$ cat config.mk
export PLATFORM = sky130hd
export DESIGN_NAME = reg_file_sb
export DESIGN_NICKNAME = d
export VERILOG_FILES = /design/src/rtl/reg_file_sb.sv
export SDC_FILE = /design/constraint.sdc
export NUM_CORES = 1
export LEC_CHECK = 0
export BUFFER_PORTS_ARGS = -buffer_cell sky130_fd_sc_hd__buf_2
export CELL_PAD_IN_SITES_DETAIL_PLACEMENT = 1
export CELL_PAD_IN_SITES_GLOBAL_PLACEMENT = 1
export CORE_MARGIN = 8
export CORE_UTILIZATION = 43
export DETAILED_ROUTE_END_ITERATION = 10
export GPL_ROUTABILITY_DRIVEN = 0
export PLACE_DENSITY = 0.7
export SYNTH_ARGS = -nofsm -noshare
export SYNTH_HDL_FRONTEND = slang
export SYNTH_SLANG_ARGS = --single-unit
$ cat constraint.sdc
create_clock -name clk -period 1.95 [get_ports clk]
set_input_delay 0.0975 -clock clk [delete_from_list [all_inputs] [get_ports clk]]
set_output_delay 0.0975 -clock clk [all_outputs]
set_load 0.005 [all_outputs]
$ cat src/rtl/reg_file_sb.sv
// reg_file_sb: two-read/one-write register file with per-register busy bits for RAW hazard tracking.
module reg_file_sb #(
    parameter int WIDTH    = 16,
    parameter int ADDR_W   = 4,
    parameter int ZERO_REG = 1,
    parameter int BYPASS   = 1
) (
    input  logic              clk,
    input  logic              reset,
    input  logic              wr_en,
    input  logic [ADDR_W-1:0] wr_addr,
    input  logic [WIDTH-1:0]  wr_data,
    input  logic [ADDR_W-1:0] rd_addr_a,
    input  logic [ADDR_W-1:0] rd_addr_b,
    output logic [WIDTH-1:0]  rd_data_a,
    output logic [WIDTH-1:0]  rd_data_b,
    output logic              rd_busy_a,
    output logic              rd_busy_b,
    input  logic              rsv_en,
    input  logic [ADDR_W-1:0] rsv_addr,
    output logic              rsv_stall
);
    localparam int DEPTH = 2**ADDR_W;
    logic [WIDTH-1:0] r_mem [DEPTH];
    logic [DEPTH-1:0] r_busy;
    logic w_wr_ok, w_rsv_zero, w_rsv_ok;
    logic w_fwd_a, w_fwd_b, w_zero_a, w_zero_b;
    always_comb begin
        w_wr_ok    = wr_en & ~((ZERO_REG != 0) && (wr_addr == '0));
        w_rsv_zero = (ZERO_REG != 0) && (rsv_addr == '0);
        // a write retiring the current producer frees the slot for a new reservation
        rsv_stall  = rsv_en & ~w_rsv_zero & r_busy[rsv_addr] & ~(wr_en && (wr_addr == rsv_addr));
        w_rsv_ok   = rsv_en & ~w_rsv_zero & ~rsv_stall;
        w_fwd_a    = (BYPASS != 0) && wr_en && (wr_addr == rd_addr_a);
        w_fwd_b    = (BYPASS != 0) && wr_en && (wr_addr == rd_addr_b);
        w_zero_a   = (ZERO_REG != 0) && (rd_addr_a == '0);
        w_zero_b   = (ZERO_REG != 0) && (rd_addr_b == '0);
        rd_data_a  = w_zero_a ? '0 : w_fwd_a ? wr_data : r_mem[rd_addr_a];
        rd_data_b  = w_zero_b ? '0 : w_fwd_b ? wr_data : r_mem[rd_addr_b];
        rd_busy_a  = ~w_zero_a & ~w_fwd_a & r_busy[rd_addr_a];
        rd_busy_b  = ~w_zero_b & ~w_fwd_b & r_busy[rd_addr_b];
    end
    always_ff @(posedge clk) begin
        if (reset) begin
            for (int i = 0; i < DEPTH; i++) r_mem[i] <= '0;
            r_busy <= '0;
        end else begin
            if (w_wr_ok) begin
                r_mem[wr_addr]  <= wr_data;
                r_busy[wr_addr] <= 1'b0;
            end
            // placed after the write so a new producer on the same address wins
            if (w_rsv_ok) r_busy[rsv_addr] <= 1'b1;
        end
    end
endmodule
Yosys cells after proc, flatten, opt, wreduce, memory -nomap -nowiden
Memories as Yosys holds them, arrays and structs flattened.
Cells that the tools add are included.

storage, ports and cells
  output and inout bits = 35
  register bits = 16
  logic and storage cells = 66
  memory bits (writable) = 256
  memories kept = 1
  bits of input ports = 36

cells by class
  bitwise gates (word level) = 20
  reduce and logical (&&, ||, !) cells = 10
  magnitude comparators = 6
  equal/unequal tests = 3
  multiplexer cells = 25

memory list
  memory  words  bits a word  read ports  clocked after memory_dff  wr ports  RTL line  text
  r_mem   16     16           2           0                         16        24        logic [WIDTH-1:0] r_mem [DEPTH];

operators by type and width
  operator                                                                count
  16-bit two-way mux                                                      8
  4-bit by 5-bit < comparator with 1-bit output (second input constant)   4
  16-bit bitwise AND                                                      1
  4-bit logical NOT                                                       4
  16-bit inverter                                                         1
  16-bit bitwise OR                                                       1
  16-bit OR reduction                                                     1
  1-bit binary-select mux with 4-bit select                               3
  4-bit == test                                                           3
  1-bit two-way mux                                                       11
  1-bit bitwise AND                                                       9
  1-bit demux with 4-bit select                                           2
  4-bit by 1-bit >= comparator with 1-bit output (second input constant)  2
  1-bit inverter                                                          8
  1-bit logical AND                                                       5
  4-bit two-way mux                                                       1

Logic depth before layout (Yosys ltp)
Gate-level depths: netlist (run 1).

  depth in word-level cells = 10
  depth in mapped cells = 7
  mapped depth without buffers = 4

Worst setup path after synthesis (run 1)
OpenSTA, ideal clock, no wires.

  kind = input-to-output
  from = input rd_addr_b[0]
  to = output rd_data_b[10]
  arrival time = 1,483 ps
  buffers on the path = 2
  cell stages on the path = 6
  required time = 1,852 ps
  path slack = 370 ps
  path through = buf_2 > buf_2 > mux4_2 > a22oi_1 > nand2_1 > a22o_1

on the way
  longest elaborated chain between the ends = 4
  elaborated cells on any way between the ends = 6
  classes of those cells = eq/ne: 1; mux: 2; reduce/logical: 2; memory: 1

ends and longest elaborated chain
  item                                                                        RTL line  text
  start: declaration                                                          14        input logic [ADDR_W-1:0] rd_addr_b,
  parallel branches: the longest is 3 deep, another holds memory 16 x 16 bit  --
  16-bit two-way mux (*)                                                      39        rd_data_b = w_zero_b ? '0 : w_fwd_b ? wr_data : r_mem[rd_addr_b];
  end: declaration                                                            16        output logic [WIDTH-1:0] rd_data_b,

Every way passes the cells marked *.

==> results of run 1 <==
-- cell type report --
| cell class | count | area share |
|---|---|---|
| Tap cell | 455 | 0.0320 |
| Multi-Input combinational cell | 664 | 0.380 |
| Inverter | 20 | 0.00422 |
| Sequential cell | 272 | 0.451 |
| Timing Repair Buffer | 183 | 0.0847 |
| Clock buffer | 40 | 0.0431 |
| Clock inverter | 12 | 0.00527 |
-- metrics by stage --
step                setup TNS (ns)  instance area, sq um  worst slack [ns]  cells  total power (W)
global placement            -0.745                 16500            -0.107   1577          0.00898
CTS                          -9.97                 17700            -0.343   1645           0.0143
floorplan                        0                 15100             0.370   1054          0.00818
global route                -11.15                 17800            -0.392   1646           0.0146
finish                       -8.54                 17800            -0.320   1646           0.0142
detailed placement           -2.80                 16500            -0.125   1577          0.00905
-- kinds of logic after synthesis --
kind of cell              share of synthesized area
muxes                                         0.213
buffers and inverters                        0.0373
AOI/OAI and AO/OA                            0.0720
xor gates and xnor gates                    0.00584
and+or+nand+nor                               0.138
other                                      0.000250
DFF                                           0.534
-- cell usage after synthesis (5+ instances only) --
| cell type | instances |
|---|---|
| nor2b_1 | 10 |
| nor2_1 | 17 |
| o22ai_1 | 12 |
| xnor2_1 | 7 |
| clkbuf_1 | 56 |
| dfxtp_1 | 16 |
| a22oi_1 | 65 |
| and2_1 | 246 |
| inv_1 | 20 |
| buf_4 | 5 |
| a22o_1 | 32 |
| edfxtp_1 | 256 |
| buf_2 | 28 |
| mux4_2 | 139 |
| a21o_1 | 15 |
| nor3_1 | 6 |
| nand2_1 | 51 |
-- routing by layer --
metal  track usage  up-vias  routed length (um)
met3        0.0250       96                2580
li1              -     4271                   -
met4        0.0847        0                1520
met2         0.394      320               23700
met5             0        -                   0
met1         0.291     5346               18900
-- flip-flops by register name, summed over array words and instances (netlist names) --
signal  count
r_mem     256
r_busy     16
-- worst paths after layout --
path                                     to  cells after the start  slack, ns                  startpoint
hold reg to reg        r_busy[0]$_SDFF_PP0_                      1       0.47        r_busy[0]$_SDFF_PP0_
hold / removal    r_mem[9][5]$_SDFFCE_PN0P_                      2       0.04                  wr_data[5]
setup / recovery              rd_data_a[14]                      6      -0.32  r_mem[1][14]$_SDFFCE_PN0P_
setup reg to reg       r_busy[9]$_SDFF_PP0_                      6       0.37       r_busy[10]$_SDFF_PP0_
-- critical path: cells and delay by family (launching register included) --
kind | cells | cell delay (ns)
AND/OR/NAND/NOR | 1 | 0.05
AO/OA/AOI/OAI | 2 | 0.38
buffers and inverters | 2 | 0.28
multiplexers | 1 | 0.48
flip-flops | 1 | 0.40
-- placed cells by master, fill, tap and decap left out, types with 12 or more instances in the layout --
master / n
a22oi_2: 43
buf_12: 22
nand2_2: 13
inv_1: 18
buf_2: 65
o22ai_1: 12
conb_1: 16
a22oi_1: 22
edfxtp_1: 256
a22o_1: 32
mux4_2: 140
and2_1: 246
buf_4: 88
dfxtp_2: 12
nor2_1: 17
nand2_1: 38
a21o_1: 15
clkbuf_16: 29
-- what timing repair did --
item                                   in CTS  in global routing
hold buffers                                7                  0
endpoints found under the hold margin      18                  0
resized for setup                          57                 18
buffers inserted                            9                  1
pin swaps                                  30                 20
setup endpoints to repair                  35                 35
-- power by group --
group / internal [W] / switching (W)
Clock: 0.00287 / 0.00228
Combinational: 0.00103 / 0.00112
Sequential: 0.00673 / 0.000175
==> out/qor.txt, run 1 <==
Root Buffer: clkbuf_16
max_slew headroom: 0.113
Remaining DRCs: 0
die area: 0.0411 sq mm
area occupied by multi-input gates: 0.00675 sq mm
PwrDens: 799 mW/mm^2
Post-Syn Area: 0.0150 sq mm
ratio of cells with drive above 1 in the final layout: 0.363
global route total overflow: 0
core area: 0.0345 sq mm
GRT Util Overall: 0.227
Fin. Hold Viols: 0
Min Hold Slack: 0.0379 ns
RSZ-0062 raised after global routing: yes
CP max-delay cell: mux4_2
max-cap violations: 0
ys flop type: edfxtp_1
measured slew at the worst slew-check pin: 1.33 ns
routed vias: 10000
Detailed Place HPWL: 31200 um
Post-Synthesis Cells: 1039
vias in the first global route: 10800
dominant cells by area after synthesis: edfxtp_1, mux4_2, and2_1
per-cell routed wire length: 28.3 um
Routed Wire Length: 46700 um
Buffers on Ports: 70
worst hold path type: input port to flip-flop
Mean Syn Cell Area: 14.4 sq um
htree depth: 1
max-slew violations: 0
Area Growth Syn to Fin: 18.6%
n_diodes: 0
Netlist cell types: 45
Post-synth EDFFs: 256
fmax: 440 MHz
post-synthesis sequential area ratio: 0.534
final setup violation count: 35
initial antenna violation count: 0
clock period minus worst slack: 2.27 ns
Detailed Route Iter0 Violations: 933
via density per instance: 6.10
Crit Path Class: flip-flop to output pin
CTS clk-pin slew, worst paths: 0.06 ns
Final Core Density: 0.516
Clock Skew: 0.00132 ns
area occupied by registers: 0.00803 sq mm
Die Height: 203 um
YS warnings: 0
worst setup margin: -0.320 ns
CTS tree: yes
Initial Utilization: 0.435
Worst-Skew Late Latency: 0.55 ns
# nets final: 1206
CTS sink count: 272
post-synth top area share: 0.512
Crit path arrival time: 2.17 ns
CTS Buffer Depth: 3
CP Cell Sequence: mux4_2 -> a22oi_2 -> buf_4 -> nand2_2 -> a22o_1 -> buf_2
first-pass GRT wire length: 70400 um
Routed Antenna Nets: 0
CP Data Required Time: 1.85 ns
worst-path fanout max: 2
crit end category: output pin
FP Rows: 68
VDD IR max: 622 uV
largest net degree at the start of global routing: 33
Final Cycle Share: 1.16
Leak Pwr: 6.41 nW
fillers: 3324
Slowest Stage Delay on Critical Path: 0.48 ns
CTS Buf Count: 29
Synth async-reset ratio: 0
die width: 203 um
register bit total from synthesis: 272
IO Count: 71
status: complete, but fails checks
CP Launch Type: flip-flop
DR pass1 iterations: 5
cell accounting for the most synthesized area: edfxtp_1
failing checks: negative setup slack
No activity file was read; power rests on OpenSTA's default activity.
==> run 2, diff against run 1 <==
- BUFFER_PORTS_ARGS: -buffer_cell sky130_fd_sc_hd__buf_2 -> not set
- DONT_BUFFER_PORTS: not set -> 1
- PLACE_DENSITY: 0.7 -> 0.68
- SETUP_SLACK_MARGIN: not set -> 0.02
==> out/qor.txt, run 2 (synthesis results as in run 1) <==
CTS clk-pin slew, worst paths: 0.06 ns (about the same)
most common cell after layout, fill and taps aside: edfxtp_1
max-cap violations: 0 (unchanged)
fmax: 457 MHz (+3.8%)
Tot Pwr: 0.0142 W (-0.37%)
ratio of cells with drive above 1 in the final layout: 0.293 (-0.0695)
CTS tree: yes
Worst-Skew Late Latency: 0.56 ns (about the same)
final setup violation count: 35 (unchanged)
DR pass1 iterations: 5 (unchanged)
Buffers on Ports: 0 (-100%)
CP Launch Type: flip-flop
Die Height: 203 um (unchanged)
Initial Utilization: 0.435 (unchanged)
Crit Path Class: flip-flop to output pin
die width: 203 um (unchanged)
GRT Util Overall: 0.233 (+0.00569)
clock period minus worst slack: 2.19 ns (-0.0841 ns)
htree depth: 1 (unchanged)
largest net degree at the start of global routing: 73 (+120%)
CTS Buf Count: 30 (+3.4%)
routed vias: 9830 (-2.0%)
IO Count: 71 (unchanged)
RSZ-0062 raised after global routing: yes
Top Registers: r_mem x256, r_busy x16
first-pass GRT wire length: 71400 um (+1.5%)
worst-path fanout max: 2 (unchanged)
max-slew violations: 0 (unchanged)
Crit path arrival time: 2.09 ns (-0.08 ns)
vias in the first global route: 10500 (-3.2%)
VDD IR max: 657 uV (+5.6%)
Root Buffer: clkbuf_16
Detailed Place HPWL: 28200 um (-9.7%)
Leak Pwr: 5.96 nW (-7.1%)
Routed Wire Length: 48100 um (+3.1%)
failing checks: negative setup slack
die area: 0.0411 sq mm (unchanged)
FP Rows: 68 (unchanged)
max_slew headroom: 0.201 (+0.0883)
Area Growth Syn to Fin: 14.4%
crit end category: output pin
CTS sink count: 272 (unchanged)
worst hold path type: input port to flip-flop
core area: 0.0345 sq mm (unchanged)
Final Core Density: 0.498 (-0.0180)
Fin. Hold Viols: 0 (unchanged)
Final Cycle Share: 1.12 (-0.0431)
global route total overflow: 0 (unchanged)
PwrDens: 824 mW/mm^2 (+3.2%)
worst setup margin: -0.236 ns (+0.0841 ns)
Remaining DRCs: 0 (unchanged)
Biggest register: r_mem
status: complete, but fails checks
most frequent cells in the layout: edfxtp_1, and2_1, mux4_2
# nets final: 1111 (-7.9%)
CP Data Required Time: 1.85 ns (about the same)
via density per instance: 6.33 (+3.8%)
per-cell routed wire length: 31.0 um (+9.2%)
measured slew at the worst slew-check pin: 1.20 ns (-0.127 ns)
Detailed Route Iter0 Violations: 977 (+4.7%)
Routed Antenna Nets: 0 (unchanged)
Clock Skew: 0.000967 ns (-0.000354 ns)
n_diodes: 0 (unchanged)
CTS Buffer Depth: 3 (unchanged)
initial antenna violation count: 0 (unchanged)
max reg flops: 256 (unchanged)
[run 2: cell types whose count changed in the layout (fill, tap and decap cells not counted), moves of 6 or more]
cell,delta
buf_12,-20
buf_2,-65
buf_4,-41
clkbuf_1,-6
dlygate4sd3_1,+25
[run 2: report_power, final]
part	switching (W)	internal [W]
combinational	0.000877	0.000856
sequential	0.000176	0.00674
clock	0.00238	0.00313
[run 2: layout make-up]
| cell class | instances | area [sq um] |
|---|---|---|
| multi-input cells | 664 | 6780 |
| repair buffers | 87 | 781 |
| well taps | 455 | 569 |
| clock buffers | 40 | 838 |
| fillers | 3362 | 17300 |
| flip-flops and latches | 272 | 8020 |
| inverters | 20 | 75.1 |
| clock inverters | 15 | 104 |
[run 2: worst paths after layout]
kind / startpoint / end / slack [ns] / cells past startpoint
setup / recovery: r_mem[0][5]$_SDFFCE_PN0P_ / rd_data_a[5] / -0.24 / 4
hold / removal: wr_addr[0] / r_busy[11]$_SDFF_PP0_ / 0.04 / 3
setup reg to reg: r_busy[14]$_SDFF_PP0_ / r_busy[13]$_SDFF_PP0_ / 0.15 / 5
hold reg to reg: r_busy[7]$_SDFF_PP0_ / r_busy[7]$_SDFF_PP0_ / 0.49 / 2
[run 2: what timing repair did]
action / in CTS / in global routing
hold buffers: 33 / 0
pin swaps: 39 / 6
endpoints found under the hold margin: 298 / 0
setup endpoints to repair: 35 / 36
setup buffers: 2 / 0
gates resized for setup: 54 / 27
[run 2: through the flow]
stage               setup TNS, ns  cell area, sq um  worst slack, ns  hold WS, ns  instances
floorplan                       0             15100            0.370        0.296       1054
global placement                0             15600            0.295        0.184       1463
detailed placement              0             15600            0.214        0.186       1463
CTS                         -6.49             17100           -0.243      0.00257       1553
global route                -7.66             17200           -0.297       0.0415       1553
finish                      -5.60             17200           -0.236       0.0437       1553
[run 2: critical path, cell delays in order, from the launching register on]
cell and delay (ns):
edfxtp_1 0.40, mux4_2 0.49, a22oi_2 0.32, nand2_1 0.10, a22o_1 0.20
[run 2: routing by layer]
| layer | wire (um) | GRT usage |
|---|---|---|
| met5 | 0 | 0 |
| met4 | 1450 | 0.0712 |
| met3 | 3090 | 0.0268 |
| met2 | 23900 | 0.397 |
| met1 | 19600 | 0.309 |
==> run 3, diff against run 2 <==
- ABC_AREA: not set -> 1
- PLACE_DENSITY: 0.68 -> 0.75
==> out/qor.txt, run 3 <==
status: finished, final reports clean
Post-Synthesis Cells: 1941 (+87%)
global route total overflow: 0 (unchanged)
Hold Crit Start: rsv_en
commonest cells in the netlist: nor2_1, o21ai_0, edfxtp_1, nand2_1, nand3_1
via density per instance: 6.04 (-4.6%)
IO Count: 71 (unchanged)
largest net degree at the start of global routing: 174 (+140%)
Detailed Place HPWL: 37900 um (+34%)
CTS Buf Count: 34 (+13%)
Routed Antenna Nets: 0 (unchanged)
Reg2Reg Setup Slack: 0.46 ns (+0.31 ns)
crit end category: flip-flop
Post-Syn Area: 0.0154 sq mm (+2.5%)
Die Height: 205 um (+1.2%)
RSZ-0062 raised after global routing: yes
Crit Path Class: input port to flip-flop
max-cap violations: 0 (unchanged)
CP Launch Type: input port
pre-CTS setup slack: 0.339 ns (+0.125 ns)
PwrDens: 890 mW/mm^2 (+7.9%)
routed vias: 14500 (+47%)
CP Cell Sequence: dlygate4sd3_1 -> nor2_2 -> inv_1 -> dlygate4sd3_1 -> nor2_1 -> dlygate4sd3_1 -> nand3_1 -> nand2_1
CP Data Required Time: 2.42 ns (+0.57 ns)
Synth async-reset ratio: 0 (unchanged)
ratio of cells with drive above 1 in the final layout: 0.0788 (-0.214)
CTS tree: yes
initial antenna violation count: 0 (unchanged)
clock period minus worst slack: 1.89 ns (-0.297 ns)
Worst Reg-to-Reg Cells: 10 (+5)
post-synth top area share: 0.500 (-0.0126)
Hold Path Stages: 5 (+2)
FF-to-FF Start: r_busy[14]$_SDFF_PP0_
most common cell after layout, fill and taps aside: nor2_1
Mean Syn Cell Area: 7.93 sq um (-45%)
most common cell in the synthesized netlist: nor2_1
die width: 205 um (+1.2%)
max_slew headroom: 0.495 (+0.294)
Post-synth EDFFs: 256 (unchanged)
post-synthesis sequential area ratio: 0.521 (-0.0132)
first-pass GRT wire length: 91400 um (+28%)
FP Rows: 69 (+1.5%)
# nets final: 1952 (+76%)
worst setup margin: 0.0604 ns (+0.297 ns)
per-cell routed wire length: 25.3 um (-18%)
n_diodes: 0 (unchanged)
fillers: 4316 (+28%)
Biggest register: r_mem
Final TNS setup: 0 ns (+5.60 ns)
Area Growth Syn to Fin: 12.8%
post-route insts no fill: 2402 (+55%)
die area: 0.0421 sq mm (+2.3%)
cell accounting for the most synthesized area: edfxtp_1
worst-path fanout max: 4 (+2)
CP max-delay cell: dlygate4sd3_1
Min Hold Slack: 0.0179 ns (-0.0258 ns)
max reg flops: 256 (unchanged)
dominant cells by area after synthesis: edfxtp_1, nor2_1, o21ai_0
fmax: 529 MHz (+16%)
Worst-Skew Late Latency: 0.52 ns (-0.04 ns)
placed insts: 2330 (+59%)
vias in the first global route: 15000 (+43%)
VDD IR max: 719 uV (+9.4%)
htree depth: 2 (+1)
Netlist cell types: 29 (-36%)
CTS sink count: 272 (unchanged)
Initial Utilization: 0.435 (-0.000833)
Slowest Stage Delay on Critical Path: 0.61 ns (+0.12 ns)
Final Cycle Share: 0.969 (-0.152)
Detailed Route Iter0 Violations: 1217 (+25%)
Root Buffer: clkbuf_16
CTS Buffer Depth: 3 (unchanged)
final setup violation count: 0 (-100%)
Routed Wire Length: 60800 um (+26%)
DR pass1 iterations: 5 (unchanged)
Reg-to-Reg End: r_busy[12]$_SDFF_PP0_
CP most frequent cell: dlygate4sd3_1
ys flop type: edfxtp_1
Fin. Hold Viols: 0 (unchanged)
Crit path arrival time: 2.36 ns (+0.27 ns)
Leak Pwr: 6.83 nW (+15%)
GRT Util Overall: 0.286 (+0.0530)
max-slew violations: 0 (unchanged)
worst hold path type: input port to flip-flop
Remaining DRCs: 0 (unchanged)
register bit total from synthesis: 272 (unchanged)
Top Registers: r_mem x256, r_busy x16
core area: 0.0354 sq mm (+2.7%)
Buffers on Ports: 0 (unchanged)
measured slew at the worst slew-check pin: 0.756 ns (-0.442 ns)
CTS clk-pin slew, worst paths: 0.06 ns (about the same)
worst hold endpoint: r_busy[14]$_SDFF_PP0_
most frequent cells in the layout: nor2_1, o21ai_0, edfxtp_1
family with the most delay on the worst path: buffers and inverters
Buf/Inv on CP: 4 (+4)
YS warnings: 0 (unchanged)
Clock Skew: 0.00556 ns (+0.00459 ns)
==> run 3: how the worst max path moves through the flow <==
| stage | from | to | slack, ns | cells past startpoint |
|---|---|---|---|---|
| detailed placement | rd_addr_b[0] | rd_data_b[9] | 0.34 | 8 |
| CTS | r_mem[13][15]$_SDFFCE_PN0P_ | rd_data_a[15] | 0.03 | 8 |
| finish | rsv_addr[3] | r_busy[2]$_SDFF_PP0_ | 0.06 | 8 |
| global route | rsv_addr[3] | r_busy[2]$_SDFF_PP0_ | -0.03 | 8 |
| floorplan | reset | r_mem[9][0]$_SDFFCE_PN0P_ | 0.26 | 5 |
| global placement | rd_addr_b[0] | rd_data_b[9] | 0.35 | 8 |
==> run 3: worst min-delay path, cell delays in order <==
cell	delay, ns
o21ai_0	0.11
nor2_1	0.09
o21ai_4	0.09
nand3_1	0.07
nand2_1	0.05
==> run 3: layer usage <==
metal | wire length [um] | vias up | global-route usage
li1 | - | 6513 | -
met1 | 24600 | 7233 | 0.361
met2 | 28900 | 614 | 0.472
met3 | 4900 | 137 | 0.0563
met4 | 2400 | 0 | 0.121
met5 | 0 | - | 0
==> run 3: metrics by stage <==
step,instance area (sq um),power (W),utilization
finish,17400,0.0154,0.490
global route,17400,0.0159,0.490
CTS,17300,0.0155,0.488
detailed placement,16000,0.00867,0.451
global placement,16000,0.00860,0.451
floorplan,15400,0.00814,-
==> run 3: cell type report <==
| class | instances | area, sq um | share of cell area |
|---|---|---|---|
| inverters | 109 | 410 | 0.0236 |
| well taps | 461 | 577 | 0.0332 |
| repair buffers | 75 | 748 | 0.0431 |
| clock inverters | 17 | 233 | 0.0134 |
| multi-input cells | 1424 | 6420 | 0.370 |
| clock buffers | 44 | 952 | 0.0549 |
| flip-flops and latches | 272 | 8010 | 0.461 |
==> run 3: cells by family after synthesis <==
kind of cell           count (synthesis)  share of synthesized area
AND/OR/NAND/NOR                      891                      0.231
AO/OA/AOI/OAI                        513                      0.175
flip-flops                           272                      0.521
buffers and inverters                260                     0.0705
XOR/XNOR                               4                    0.00228
other                                  1                   0.000244
==> run 3: repair_timing <==
| item | CTS | global route |
|---|---|---|
| resized for setup | 6 | 26 |
| endpoints found under the setup margin | 6 | 18 |
| endpoints found under the hold margin | 35 | 0 |
| setup buffers | 0 | 1 |
| pin swaps | 0 | 5 |
| hold buffers | 10 | 0 |
==> run 3: power breakdown <==
part | internal (W) | total [W] | switching [W]
combinational | 0.000532 | 0.00176 | 0.00123
sequential | 0.00672 | 0.00688 | 0.000160
clock | 0.00424 | 0.00680 | 0.00256
total | 0.0115 | 0.0154 | 0.00395
